File: src/rtl/pong_pkg.sv
// Shared definitions for the pong engine: FSM state encoding, direction bits
// and the width helpers used to size coordinate, score and counter fields.
package pong_pkg;

  typedef enum logic [2:0] {
    IDLE     = 3'd0,
    SERVE    = 3'd1,
    PLAY     = 3'd2,
    POINT    = 3'd3,
    GAMEOVER = 3'd4
  } state_e;

  localparam logic DIR_LEFT  = 1'b0;
  localparam logic DIR_RIGHT = 1'b1;
  localparam logic DIR_UP    = 1'b0;
  localparam logic DIR_DOWN  = 1'b1;

  // Bits needed to address positions 0..extent-1.
  function automatic int unsigned coord_w(input int unsigned extent);
    return (extent > 1) ? $clog2(extent) : 1;
  endfunction

  // Bits needed to hold values 0..max_val.
  function automatic int unsigned count_w(input int unsigned max_val);
    return (max_val > 0) ? $clog2(max_val + 1) : 1;
  endfunction

endpackage

File: src/rtl/paddle_ctrl.sv
// One paddle: moves PAD_STEP per enabled cycle on a single pressed button,
// clamped to the field; holds when both or neither button is pressed.
module paddle_ctrl
  import pong_pkg::*;
#(
  parameter int unsigned  H        = 120,
  parameter int unsigned  PAD_LEN  = 32,
  parameter int unsigned  PAD_STEP = 1,
  localparam int unsigned YW       = coord_w(H)
) (
  input  logic          GAME_CLK,
  input  logic          reset_n,
  input  logic          en,
  input  logic          up,
  input  logic          dn,
  output logic [YW-1:0] y
);

  localparam logic [YW:0]   Y_MAX = (YW+1)'(H - PAD_LEN);
  localparam logic [YW:0]   STEP  = (YW+1)'(PAD_STEP);
  localparam logic [YW-1:0] Y_RST = YW'((H - PAD_LEN) / 2);

  logic [YW-1:0] y_q, y_d;
  logic [YW:0]   y_ext;

  // Next position, widened one bit so neither clamp can wrap.
  always_comb begin
    y_d   = y_q;
    y_ext = {1'b0, y_q};
    if (en && up && !dn) begin
      y_d = (y_ext <= STEP) ? '0 : YW'(y_ext - STEP);
    end else if (en && dn && !up) begin
      y_d = ((y_ext + STEP) >= Y_MAX) ? YW'(Y_MAX) : YW'(y_ext + STEP);
    end
  end

  always_ff @(posedge GAME_CLK or negedge reset_n) begin
    if (!reset_n) begin
      y_q <= Y_RST;
    end else begin
      y_q <= y_d;
    end
  end

  assign y = y_q;

endmodule

File: src/rtl/pong_engine.sv
// Pong game engine: ball kinematics, two paddles, scoring and the
// serve/play/point/game-over FSM. Define PONG_COM_AI_EN to let p1 track the ball.
module pong_engine
  import pong_pkg::*;
#(
  parameter int unsigned  W            = 160,
  parameter int unsigned  H            = 120,
  parameter int unsigned  BLOCK        = 4,
  parameter int unsigned  PAD_LEN      = 32,
  parameter int unsigned  PAD_STEP     = 1,
  parameter int unsigned  MAX_SPEED    = 3,
  parameter int unsigned  WIN_SCORE    = 10,
  parameter int unsigned  SERVE_CYCLES = 60,
  localparam int unsigned XW           = coord_w(W),
  localparam int unsigned YW           = coord_w(H),
  localparam int unsigned SW           = count_w(WIN_SCORE)
) (
  input  logic          GAME_CLK,
  input  logic          reset_n,
  input  logic          start,
  input  logic          p0_up,
  input  logic          p0_dn,
  input  logic          p1_up,
  input  logic          p1_dn,
  output logic [XW-1:0] ball_x,
  output logic [YW-1:0] ball_y,
  output logic [YW-1:0] p0_y,
  output logic [YW-1:0] p1_y,
  output logic [SW-1:0] p0_score,
  output logic [SW-1:0] p1_score,
  output logic [2:0]    state,
  output logic          winner,
  output logic          hit,
  output logic          goal
);

  localparam int unsigned VW = count_w(MAX_SPEED);
  localparam int unsigned CW = count_w(SERVE_CYCLES);

  localparam logic [XW-1:0] X_CTR   = XW'(W / 2 - BLOCK / 2);
  localparam logic [YW-1:0] Y_CTR   = YW'(H / 2 - BLOCK / 2);
  localparam logic [XW:0]   X_BLK   = (XW+1)'(BLOCK);
  localparam logic [XW:0]   X_HIT_R = (XW+1)'(W - 2 * BLOCK);
  localparam logic [XW:0]   X_OUT_R = (XW+1)'(W - BLOCK);
  localparam logic [YW:0]   Y_BOT   = (YW+1)'(H - BLOCK);
  localparam logic [YW:0]   Y_BLK   = (YW+1)'(BLOCK);
  localparam logic [YW:0]   Y_PAD   = (YW+1)'(PAD_LEN);
  localparam logic [VW-1:0] V_ONE   = VW'(1);
  localparam logic [VW-1:0] V_MAX   = VW'(MAX_SPEED);
  localparam logic [CW-1:0] C_LAST  = CW'(SERVE_CYCLES - 1);
  localparam logic [SW-1:0] S_WIN   = SW'(WIN_SCORE);

  state_e        state_q, state_d;
  logic [XW-1:0] ball_x_q, ball_x_d;
  logic [YW-1:0] ball_y_q, ball_y_d;
  logic          dx_q, dx_d;
  logic          dy_q, dy_d;
  logic [VW-1:0] speed_q, speed_d;
  logic [CW-1:0] cnt_q, cnt_d;
  logic [SW-1:0] p0_score_q, p0_score_d;
  logic [SW-1:0] p1_score_q, p1_score_d;
  logic          winner_q, winner_d;
  logic          scorer_q, scorer_d;
  logic          hit_q, hit_d;
  logic          goal_q, goal_d;
  logic          enter_serve;

  logic          paddle_en;
  logic          p1_up_c, p1_dn_c;

  assign paddle_en = (state_q == SERVE) || (state_q == PLAY);

`ifdef PONG_COM_AI_EN
  logic [YW:0] ball_mid, pad_mid;
  logic        ai_unused;

  assign ai_unused = p1_up | p1_dn;
  assign ball_mid  = {1'b0, ball_y_q} + (YW+1)'(BLOCK / 2);
  assign pad_mid   = {1'b0, p1_y} + (YW+1)'(PAD_LEN / 2);
  assign p1_up_c   = ball_mid < pad_mid;
  assign p1_dn_c   = ball_mid > pad_mid;
`else
  assign p1_up_c = p1_up;
  assign p1_dn_c = p1_dn;
`endif

  paddle_ctrl #(.H(H), .PAD_LEN(PAD_LEN), .PAD_STEP(PAD_STEP)) u_pad0 (
    .GAME_CLK (GAME_CLK),
    .reset_n  (reset_n),
    .en       (paddle_en),
    .up       (p0_up),
    .dn       (p0_dn),
    .y        (p0_y)
  );

  paddle_ctrl #(.H(H), .PAD_LEN(PAD_LEN), .PAD_STEP(PAD_STEP)) u_pad1 (
    .GAME_CLK (GAME_CLK),
    .reset_n  (reset_n),
    .en       (paddle_en),
    .up       (p1_up_c),
    .dn       (p1_dn_c),
    .y        (p1_y)
  );

  logic [XW:0]   xe, sx, kin_x;
  logic [YW:0]   ye, sy, kin_y;
  logic          kin_dx, kin_dy, kin_hit, kin_miss, kin_scorer;
  logic          p0_ov, p1_ov;
  logic [VW-1:0] kin_speed, speed_up;

  // One ball step at the current speed, widened one bit against wrap-around.
  always_comb begin
    xe         = {1'b0, ball_x_q};
    ye         = {1'b0, ball_y_q};
    sx         = (XW+1)'(speed_q);
    sy         = (YW+1)'(speed_q);
    p0_ov      = ((ye + Y_BLK) > {1'b0, p0_y}) && (ye < ({1'b0, p0_y} + Y_PAD));
    p1_ov      = ((ye + Y_BLK) > {1'b0, p1_y}) && (ye < ({1'b0, p1_y} + Y_PAD));
    speed_up   = (speed_q >= V_MAX) ? V_MAX : speed_q + V_ONE;
    kin_x      = xe;
    kin_y      = ye;
    kin_dx     = dx_q;
    kin_dy     = dy_q;
    kin_speed  = speed_q;
    kin_hit    = 1'b0;
    kin_miss   = 1'b0;
    kin_scorer = 1'b0;

    if (dy_q == DIR_DOWN) begin
      if ((ye + sy) >= Y_BOT) begin
        kin_y  = Y_BOT;
        kin_dy = DIR_UP;
      end else begin
        kin_y = ye + sy;
      end
    end else begin
      if (ye <= sy) begin
        kin_y  = '0;
        kin_dy = DIR_DOWN;
      end else begin
        kin_y = ye - sy;
      end
    end

    if (dx_q == DIR_LEFT) begin
      if (xe <= (sx + X_BLK)) begin
        if (p0_ov) begin
          kin_x     = X_BLK;
          kin_dx    = DIR_RIGHT;
          kin_speed = speed_up;
          kin_hit   = 1'b1;
        end else begin
          kin_x      = '0;
          kin_miss   = 1'b1;
          kin_scorer = 1'b1;
        end
      end else begin
        kin_x = xe - sx;
      end
    end else begin
      if ((xe + sx) >= X_HIT_R) begin
        if (p1_ov) begin
          kin_x     = X_HIT_R;
          kin_dx    = DIR_LEFT;
          kin_speed = speed_up;
          kin_hit   = 1'b1;
        end else begin
          kin_x      = X_OUT_R;
          kin_miss   = 1'b1;
          kin_scorer = 1'b0;
        end
      end else begin
        kin_x = xe + sx;
      end
    end
  end

  // Game FSM and registered output updates.
  always_comb begin
    state_d     = state_q;
    ball_x_d    = ball_x_q;
    ball_y_d    = ball_y_q;
    dx_d        = dx_q;
    dy_d        = dy_q;
    speed_d     = speed_q;
    cnt_d       = cnt_q;
    p0_score_d  = p0_score_q;
    p1_score_d  = p1_score_q;
    winner_d    = winner_q;
    scorer_d    = scorer_q;
    hit_d       = 1'b0;
    goal_d      = 1'b0;
    enter_serve = 1'b0;

    unique case (state_q)
      IDLE: begin
        if (start) begin
          enter_serve = 1'b1;
          dx_d        = DIR_RIGHT;
        end
      end
      SERVE: begin
        if (cnt_q == C_LAST) begin
          state_d  = PLAY;
          ball_x_d = XW'(kin_x);
          ball_y_d = YW'(kin_y);
          dx_d     = kin_dx;
          dy_d     = kin_dy;
          speed_d  = kin_speed;
        end else begin
          cnt_d = cnt_q + CW'(1);
        end
      end
      PLAY: begin
        ball_x_d = XW'(kin_x);
        ball_y_d = YW'(kin_y);
        dx_d     = kin_dx;
        dy_d     = kin_dy;
        speed_d  = kin_speed;
        hit_d    = kin_hit;
        if (kin_miss) begin
          state_d  = POINT;
          goal_d   = 1'b1;
          scorer_d = kin_scorer;
          if (kin_scorer) begin
            p1_score_d = p1_score_q + SW'(1);
          end else begin
            p0_score_d = p0_score_q + SW'(1);
          end
        end
      end
      POINT: begin
        if (scorer_q ? (p1_score_q == S_WIN) : (p0_score_q == S_WIN)) begin
          state_d  = GAMEOVER;
          winner_d = scorer_q;
        end else begin
          enter_serve = 1'b1;
          dx_d        = scorer_q ? DIR_LEFT : DIR_RIGHT;
        end
      end
      GAMEOVER: begin
        if (start) begin
          enter_serve = 1'b1;
          dx_d        = DIR_RIGHT;
          p0_score_d  = '0;
          p1_score_d  = '0;
        end
      end
      default: state_d = IDLE;
    endcase

    // Every serve starts from the centre at base speed; dy carries over.
    if (enter_serve) begin
      state_d  = SERVE;
      ball_x_d = X_CTR;
      ball_y_d = Y_CTR;
      speed_d  = V_ONE;
      cnt_d    = '0;
    end
  end

  always_ff @(posedge GAME_CLK or negedge reset_n) begin
    if (!reset_n) begin
      state_q    <= IDLE;
      ball_x_q   <= X_CTR;
      ball_y_q   <= Y_CTR;
      dx_q       <= DIR_RIGHT;
      dy_q       <= DIR_DOWN;
      speed_q    <= V_ONE;
      cnt_q      <= '0;
      p0_score_q <= '0;
      p1_score_q <= '0;
      winner_q   <= 1'b0;
      scorer_q   <= 1'b0;
      hit_q      <= 1'b0;
      goal_q     <= 1'b0;
    end else begin
      state_q    <= state_d;
      ball_x_q   <= ball_x_d;
      ball_y_q   <= ball_y_d;
      dx_q       <= dx_d;
      dy_q       <= dy_d;
      speed_q    <= speed_d;
      cnt_q      <= cnt_d;
      p0_score_q <= p0_score_d;
      p1_score_q <= p1_score_d;
      winner_q   <= winner_d;
      scorer_q   <= scorer_d;
      hit_q      <= hit_d;
      goal_q     <= goal_d;
    end
  end

  assign ball_x   = ball_x_q;
  assign ball_y   = ball_y_q;
  assign p0_score = p0_score_q;
  assign p1_score = p1_score_q;
  assign state    = state_q;
  assign winner   = winner_q;
  assign hit      = hit_q;
  assign goal     = goal_q;

endmodule
File: config.mk
export PLATFORM = sky130hd
export DESIGN_NAME = pong_engine
export DESIGN_NICKNAME = d
export VERILOG_FILES = /design/src/rtl/pong_pkg.sv /design/src/rtl/paddle_ctrl.sv /design/src/rtl/pong_engine.sv
export SDC_FILE = /design/constraint.sdc
export NUM_CORES = 1
export LEC_CHECK = 0
export ABC_AREA = 1
export CORE_MARGIN = 10
export CORE_UTILIZATION = 40
export CTS_BUF_LIST = sky130_fd_sc_hd__clkbuf_8
export DETAILED_ROUTE_END_ITERATION = 8
export HOLD_SLACK_MARGIN = 0.06
export PLACE_DENSITY = 0.69
export SLEW_MARGIN = 40
export SYNTH_ARGS = -nofsm -noshare
export SYNTH_HDL_FRONTEND = slang
export SYNTH_SLANG_ARGS = --single-unit
export TNS_END_PERCENT = 1
File: constraint.sdc
create_clock -name GAME_CLK -period 2.6 [get_ports GAME_CLK]
set_input_delay 0.39 -clock GAME_CLK [delete_from_list [all_inputs] [get_ports GAME_CLK]]
set_output_delay 0.39 -clock GAME_CLK [all_outputs]
set_load 0.01 [all_outputs]
== Word level (Yosys, flattened, before mapping) ==
Cells that the tools add are included.

* Add/subtract/negate cells: 16
* Multiply operators: 0
* Divide/modulo/power cells: 0
* Order comparisons: 13
* Equal/unequal tests: 19
* Shifts and indexed selects: 0
* Mux-type cells: 76
* Bitwise operators: 0
* Reductions and logical operators: 33

{| class="wikitable"
|+ Operator list
! kind !! count
|-
| 7-bit two-way mux || 13
|-
| 8-bit two-way mux || 5
|-
| 1-bit two-way mux || 27
|-
| 8-bit by 7-bit greater-or-equal comparator with 1-bit output (second input constant) || 3
|-
| 4-bit two-way mux || 5
|-
| 3-bit two-way mux || 6
|-
| 6-bit two-way mux || 3
|-
| 7-bit by 1-bit adder with 8-bit output (second input constant) || 2
|-
| 7-bit by 6-bit adder with 8-bit output (second input constant) || 2
|-
| 8-bit by 7-bit greater-than comparator with 1-bit output || 2
|-
| 7-bit by 8-bit less-than comparator with 1-bit output || 2
|-
| 2-bit two-way mux || 8
|-
| 4-bit case mux with 2 select lines || 2
|-
| 8-bit case mux with 2 select lines || 1
|-
| 4-bit AND reduction || 4
|-
| 7-bit by 1-bit less-or-equal comparator with 1-bit output (second input constant) || 2
|-
| 7-bit case mux with 2 select lines || 1
|-
| 7-bit by 1-bit subtractor with 7-bit output (second input constant) || 2
|-
| 2-bit != test (second input constant) || 6
|-
| 3-bit case mux with 4 select lines || 1
|-
| 1-bit logical AND || 10
|-
| 2-bit AND reduction || 5
|-
| 2-bit nonzero test || 5
|-
| 8-bit by 2-bit adder with 9-bit output || 1
|-
| other kinds (29) || 39
|}

* Bits in registers: 54
* Bits in latches: 0
* Memory bits (writable): 0
* Bits in read-only memories: 0
* Input bits: 7
* Output and inout port bits: 43
* Memories kept: 0

== Depth between registers and ports, before layout ==
* Word-level depth: 9
* Mapped depth: 18
* Depth with buffers taken out: 18

== Modules after synthesis ==
A second synthesis with hierarchy kept.

* Cells, all modules: 722
* Area total of the unflattened synthesis: 5187.5 um2

{| class="wikitable"
|+ By module, submodules not included
! module !! instances !! cells each !! area each (um2)
|-
| pong_engine || 1 || 492 || 3696.0
|-
| paddle_ctrl || 2 || 115 || 745.7
|}

== Worst setup path before layout ==
Ideal clock, no wire load.

* Path type: flip-flop to flip-flop
* From: register ball_y_q[3], in the netlist ball_y[3]
* To: register p1_score_q[0], in the netlist p1_score[0]
* Library setup time: 0.117 ns
* Arrival: 2.348 ns
* Data required time: 2.483 ns
* Path slack: 0.135 ns
* Stages on the path, launching flop included: 19
* Cells stage by stage: dfstp_2 > ha_1 > nand2_1 > nor2_1 > xor2_1 > ha_1 > nand2_1 > nor2_1 > nand2_1 > nor2_1 > nor2_2 > nand3_2 > nand2_1 > inv_2 > nand2_4 > nand3_4 > nand3_4 > nand2_1 > nand2_1

* Word-level cells in the longest chain between the ends: 8
* Elaborated cells between the ends (all ways): 16

{| class="wikitable"
|+ Ends and longest elaborated chain
! element !! line !! text
|-
| from (decl) || pong_engine.sv:55 || <nowiki>logic [YW-1:0] ball_y_q, ball_y_d;</nowiki>
|-
| from (signal assigned) || pong_engine.sv:280 || <nowiki>ball_y_q <= ball_y_d;</nowiki>
|-
| 7-bit by 3-bit adder with 8-bit output || pong_engine.sv:117, pong_engine.sv:118 ||
|-
| 8-bit by 7-bit greater-than comparator with 1-bit output (on tied branches) || pong_engine.sv:117, pong_engine.sv:118 ||
|-
| 1-bit logical AND (on tied branches) || pong_engine.sv:117, pong_engine.sv:118 ||
|-
| 1-bit two-way mux (on tied branches) || pong_engine.sv:147, pong_engine.sv:162 ||
|-
| 1-bit two-way mux (on tied branches) || pong_engine.sv:146, pong_engine.sv:161 ||
|-
| 1-bit two-way mux || pong_engine.sv:145 || <nowiki>if (dx_q == DIR_LEFT) begin</nowiki>
|-
| 2-bit != test (no line) || - ||
|-
| 4-bit AND reduction (no line) (*) || - ||
|-
| to (signal assigned) || pong_engine.sv:286 || <nowiki>p1_score_q <= p1_score_d;</nowiki>
|-
| to (decl) || pong_engine.sv:61 || <nowiki>logic [SW-1:0] p1_score_q, p1_score_d;</nowiki>
|}

Every way passes the cells marked *; elsewhere a longest branch is shown, timed or not.
A chain may end at the register's enable or synchronous reset.

== Worst setup path in the final report ==
* From: register ball_y_q[3], in the netlist ball_y[3]
* To: register p0_score_q[3], in the netlist p0_score[3]

* Word-level cells in the longest chain between the ends: 8
* Elaborated cells between the ends (all ways): 16

{| class="wikitable"
|+ Ends and longest elaborated chain
! element !! line !! text
|-
| 7-bit by 3-bit adder with 8-bit output || pong_engine.sv:117, pong_engine.sv:118 ||
|-
| 8-bit by 7-bit greater-than comparator with 1-bit output (on tied branches) || pong_engine.sv:117, pong_engine.sv:118 ||
|-
| 1-bit logical AND (on tied branches) || pong_engine.sv:117, pong_engine.sv:118 ||
|-
| 1-bit two-way mux (on tied branches) || pong_engine.sv:147, pong_engine.sv:162 ||
|-
| 1-bit two-way mux (on tied branches) || pong_engine.sv:146, pong_engine.sv:161 ||
|-
| 1-bit two-way mux || pong_engine.sv:145 ||
|-
| 2-bit != test (no line) || - ||
|-
| 4-bit AND reduction (no line) (*) || - ||
|-
| to (signal assigned) || pong_engine.sv:285 || <nowiki>p0_score_q <= p0_score_d;</nowiki>
|-
| to (decl) || pong_engine.sv:60 || <nowiki>logic [SW-1:0] p0_score_q, p0_score_d;</nowiki>
|}

Marked as above.

==> metrics.txt <==
# TYPE chip_impl_metric gauge
chip_impl_metric{name="fraction_of_registers_with_async_set_or_reset_after_synthesis",unit="%"} 100
chip_impl_metric{name="post_route_clock_period_utilization",unit="%"} 98.4
chip_impl_metric{name="layout.core_utilization",unit="%"} 49.5
chip_impl_metric{name="simple_gate_area_share_of_the_yosys_netlist",unit="%"} 32.7
chip_impl_metric{name="drt-wirelength-per-cell",unit="microns"} 13.9
chip_impl_metric{name="critical_path_required",unit="ps"} 2830
chip_impl_metric{name="report.final.hold_viol_count",unit=""} 0
chip_impl_metric{name="netlist_area",unit="sq um"} 5100
chip_impl_metric{name="placement.io_buffers",unit=""} 49
chip_impl_metric{name="route.final.wire_length",unit="microns"} 13100
chip_impl_metric{name="drive_above_1_share",unit="%"} 18.0
chip_impl_info{name="worstHoldPathType",value="primary input to asynchronous set/reset pin"} 1
chip_impl_metric{name="worst_slack",unit="ps"} 42.4
chip_impl_metric{name="drv_slew",unit=""} 0
chip_impl_metric{name="clk_transition_reported_paths",unit="ps"} 120
chip_impl_metric{name="global_route.usage.met2",unit="%"} 22.6
chip_impl_metric{name="crit_path_max_fanout",unit=""} 5
chip_impl_info{name="outcome",value="finished clean"} 1
chip_impl_metric{name="final.setup_skew",unit="ps"} 10.4
chip_impl_metric{name="grt_max_degree",unit=""} 55
chip_impl_metric{name="global_route.usage.total",unit="%"} 14.2
chip_impl_metric{name="synth_xor_area_share",unit="%"} 5.33
chip_impl_metric{name="power-per-cell-area",unit="nW/um^2"} 1030
chip_impl_metric{name="synth_sequential_area_ratio",unit="%"} 26.9
chip_impl_info{name="critical_path.slowest_cell",value="dfstp_2"} 1
chip_impl_info{name="synth_commonest_cells",value="nand2_1 (144), inv_1 (95), nor2_1 (64)"} 1
chip_impl_info{name="synth_top_area_cell",value="dfrtp_1"} 1
chip_impl_metric{name="slew_headroom",unit="%"} 53.8
chip_impl_metric{name="gr_overflow_total",unit=""} 0
chip_impl_metric{name="die_area",unit="sq um"} 17700
chip_impl_metric{name="detailedPlace.worstSlack",unit="ps"} 16.0
chip_impl_metric{name="setup_viol_count_final",unit=""} 0
chip_impl_metric{name="drtAntennaViolNets",unit=""} 0
chip_impl_metric{name="fmax",unit="MHz"} 391
chip_impl_metric{name="syn_area_per_cell",unit="sq um"} 7.35
chip_impl_metric{name="share_of_the_synthesized_area_in_compound_gates_ao_oa_aoi_oai",unit="%"} 12.1
chip_impl_info{name="ordered_list_of_cells_on_the_worst_path",value="ha_4 -> nand2_4 -> nor2_4 -> xor2_2 -> ha_4 -> nand2_1 -> nor2_2 -> nand2_1 -> nor2_2 -> nor2_2 -> nand3_2 -> nand2_1 -> inv_2 -> nand2_4 -> nand3_4 -> buf_6 -> nand4_1 -> nand2_1"} 1
chip_impl_info{name="combinational_family_with_the_most_area_after_synthesis",value="simple AND/OR/NAND/NOR gates"} 1
chip_impl_metric{name="synth_enable_flop_cells",unit=""} 0
chip_impl_metric{name="vdd_drop_max",unit="uV"} 343
chip_impl_info{name="yosys-top-cells-area",value="dfrtp_1 (18%), ha_1 (12%), nand2_1 (11%)"} 1
chip_impl_metric{name="detailedPlacementHpwl",unit="microns"} 9960
chip_impl_metric{name="yosys_synthesis_warning_count",unit=""} 0
chip_impl_metric{name="core_area",unit="sq um"} 12600
chip_impl_metric{name="placementRows",unit=""} 41
chip_impl_metric{name="initial_standard_cell_utilization_of_the_core",unit="%"} 40.6
chip_impl_metric{name="syn_inst",unit=""} 694
chip_impl_info{name="post-synth-top-count-cell",value="nand2_1"} 1
chip_impl_metric{name="place.gp.congestion",unit=""} 0.921
chip_impl_metric{name="synthDominantCellAreaShare",unit="%"} 18.2
chip_impl_info{name="timing.critical_path.to_type",value="flop"} 1
chip_impl_metric{name="fp.dieH",unit="microns"} 133
chip_impl_metric{name="initial_antenna_violation_count",unit=""} 0
chip_impl_info{name="cell_with_the_most_instances_on_the_worst_path",value="nand2_1"} 1
chip_impl_metric{name="num_antenna_cells",unit=""} 0
chip_impl_metric{name="finalWorstPathRequiredPeriod",unit="ps"} 2560
chip_impl_info{name="synth_flop_cell",value="dfrtp_1"} 1
chip_impl_info{name="clock_tree_root_driver_cell",value="clkbuf_8"} 1
chip_impl_metric{name="cp.arrival",unit="ps"} 2790
chip_impl_metric{name="initialDrtViolationCount",unit=""} 268
chip_impl_metric{name="grt_met1_use",unit="%"} 19.2
chip_impl_metric{name="grt_first_pass_wirelength",unit="microns"} 21300
chip_impl_metric{name="muxShareOfSynthArea",unit="%"} 0
chip_impl_metric{name="routed_via_count",unit=""} 4772
chip_impl_info{name="criticalPathCategory",value="flop to flop"} 1
chip_impl_metric{name="number_of_clock_sinks",unit=""} 54
chip_impl_metric{name="timing_worst_slew_pin_value",unit="ps"} 692
chip_impl_metric{name="die_x",unit="microns"} 133
chip_impl_metric{name="cts-buffers-inserted",unit=""} 5
chip_impl_metric{name="detail_route.vias_per_cell",unit=""} 5.06
chip_impl_metric{name="synthDistinctLibCells",unit=""} 50
chip_impl_metric{name="grt_pass1_vias",unit=""} 4310
chip_impl_metric{name="critical_path.max_stage_delay",unit="ps"} 580
chip_impl_metric{name="nNetsFinal",unit=""} 831
chip_impl_metric{name="dpl.cell_count",unit=""} 929
chip_impl_metric{name="detailedRoute.firstPassIterationCount",unit=""} 5
chip_impl_metric{name="max_cap_violations",unit=""} 0
chip_impl_metric{name="bufs_on_longest_clock_path",unit=""} 2
chip_impl_info{name="grt_setup_unrepaired",value="yes"} 1
chip_impl_metric{name="drcViolationCount",unit=""} 0
chip_impl_metric{name="final_instance_count_excl_fillers",unit=""} 944
chip_impl_metric{name="global_route_track_usage_on_met3",unit="%"} 2.01
chip_impl_metric{name="synth_nets",unit=""} 754
chip_impl_metric{name="ys_ff_latch",unit=""} 54
chip_impl_metric{name="syn2layout_area_growth",unit="%"} 22.1
chip_impl_info{name="grt_busiest_layer",value="met2"} 1
chip_impl_metric{name="number_of_levels_in_the_clock_h_tree",unit=""} 2
chip_impl_metric{name="p_leak",unit="nW"} 2.98
chip_impl_metric{name="worst_skew_pair.late_latency",unit="ps"} 330
chip_impl_metric{name="io_pins",unit=""} 50
chip_impl_info{name="cp_launch_type",value="flop"} 1
chip_impl_metric{name="synthAdderAreaFrac",unit="%"} 13.6
chip_impl_info{name="clock_tree_from_tritoncts",value="done"} 1
-- kinds of logic after synthesis --
kind of cell,count (synthesis)
buffers and inverters,119
xor gates and xnor gates,31
and+or+nand+nor,330
adders and majority gates,53
AOI/OAI and AO/OA,107
DFF,54
-- metrics by stage --
step	hold slack, ps	TNS [ps]	area, sq um	total power (W)
floorplan	94.4	0	5100	0.00426
CTS	209	0	6030	0.00620
finish	178	0	6220	0.00641
global placement	455	0	5910	0.00550
global route	236	-804	6220	0.00708
detailed placement	465	0	5910	0.00555
-- timing repair --
action,CTS,global route
buffers inserted,0,6
hold endpoints to repair,0,0
resized for setup,1,28
pin swaps,1,9
gates cloned,0,1
hold buffers,0,0
setup endpoints to repair,2,21
-- worst max-delay path: cells and delay by family (launching register included) --
| kind | cells | cell delay [ps] |
|---|---|---|
| simple gates | 13 | 1080 |
| buf+inv | 2 | 190 |
| fa+ha+maj | 2 | 390 |
| flops | 1 | 580 |
| xor+xnor | 1 | 220 |
-- layout by cell type (no fill, tap or decap), types with 7 or more instances in the layout --
| cell | Yosys | routed |
|---|---|---|
| a21oi_1 | 32 | 32 |
| buf_4 | 2 | 26 |
| clkdlybuf4s50_1 | 0 | 48 |
| dfrtp_1 | 37 | 37 |
| dfstp_2 | 17 | 17 |
| ha_1 | 49 | 44 |
| inv_1 | 95 | 93 |
| inv_2 | 13 | 15 |
| nand2_1 | 144 | 139 |
| nand2_2 | 8 | 10 |
| nand3_1 | 39 | 39 |
| nand3_2 | 9 | 8 |
| nand3_4 | 6 | 8 |
| nand4_1 | 23 | 23 |
| nor2_1 | 64 | 60 |
| nor2_2 | 6 | 8 |
| nor2_4 | 5 | 7 |
| nor3_1 | 8 | 8 |
| o21ai_0 | 38 | 38 |
| o21ai_1 | 8 | 8 |
| xor2_1 | 28 | 27 |
-- power breakdown --
group	internal (W)	leakage, nW	switching [W]
Combinational	0.00180	2.26	0.00247
Clock	0.000294	0.0563	0.000332
Sequential	0.00116	0.662	0.000362
-- flip-flops by register name, indices dropped and copies added, names as in the netlist, 3 cells and up --
register  count
ball_x        8
state         3
cnt_q         6
p0_score      4
u_pad0.y      7
u_pad1.y      7
ball_y        7
p1_score      4
-- layout make-up --
cell class / instances / area (sq um)
fillers: 1219 / 6340
multi-input cells: 522 / 3390
flip-flops and latches: 54 / 1370
repair buffers: 77 / 703
inverters: 111 / 422
well taps: 172 / 215
clock buffers: 5 / 68.8
clock inverters: 3 / 48.8
-- routing by layer --
layer  vias to the layer above  wire [microns]  part of all wire, %
li1                       2430               -                    -
met1                      2209            6180                   47
met2                       111            6120                   47
met3                        22             524                  4.0
met4                         0             303                  2.3
met5                         -               0                    0
-- path summary, 6_finish.rpt --
| check | start | slack, ps | endpoint | depth (start not counted) |
|---|---|---|---|---|
| setup / recovery | ball_y[3] | 40 | p0_score[3] | 18 |
| hold / removal | reset_n | 180 | ball_x[4] | 2 |
| setup reg to reg | ball_y[3] | 40 | p0_score[3] | 18 |
| hold reg to reg | cnt_q[4] | 480 | cnt_q[4] | 1 |
| max in group asynchronous | reset_n | 1970 | u_pad0.y[4] | 2 |
| min in group GAME_CLK | cnt_q[4] | 480 | cnt_q[4] | 1 |
Power figures use the tool's default switching activity.
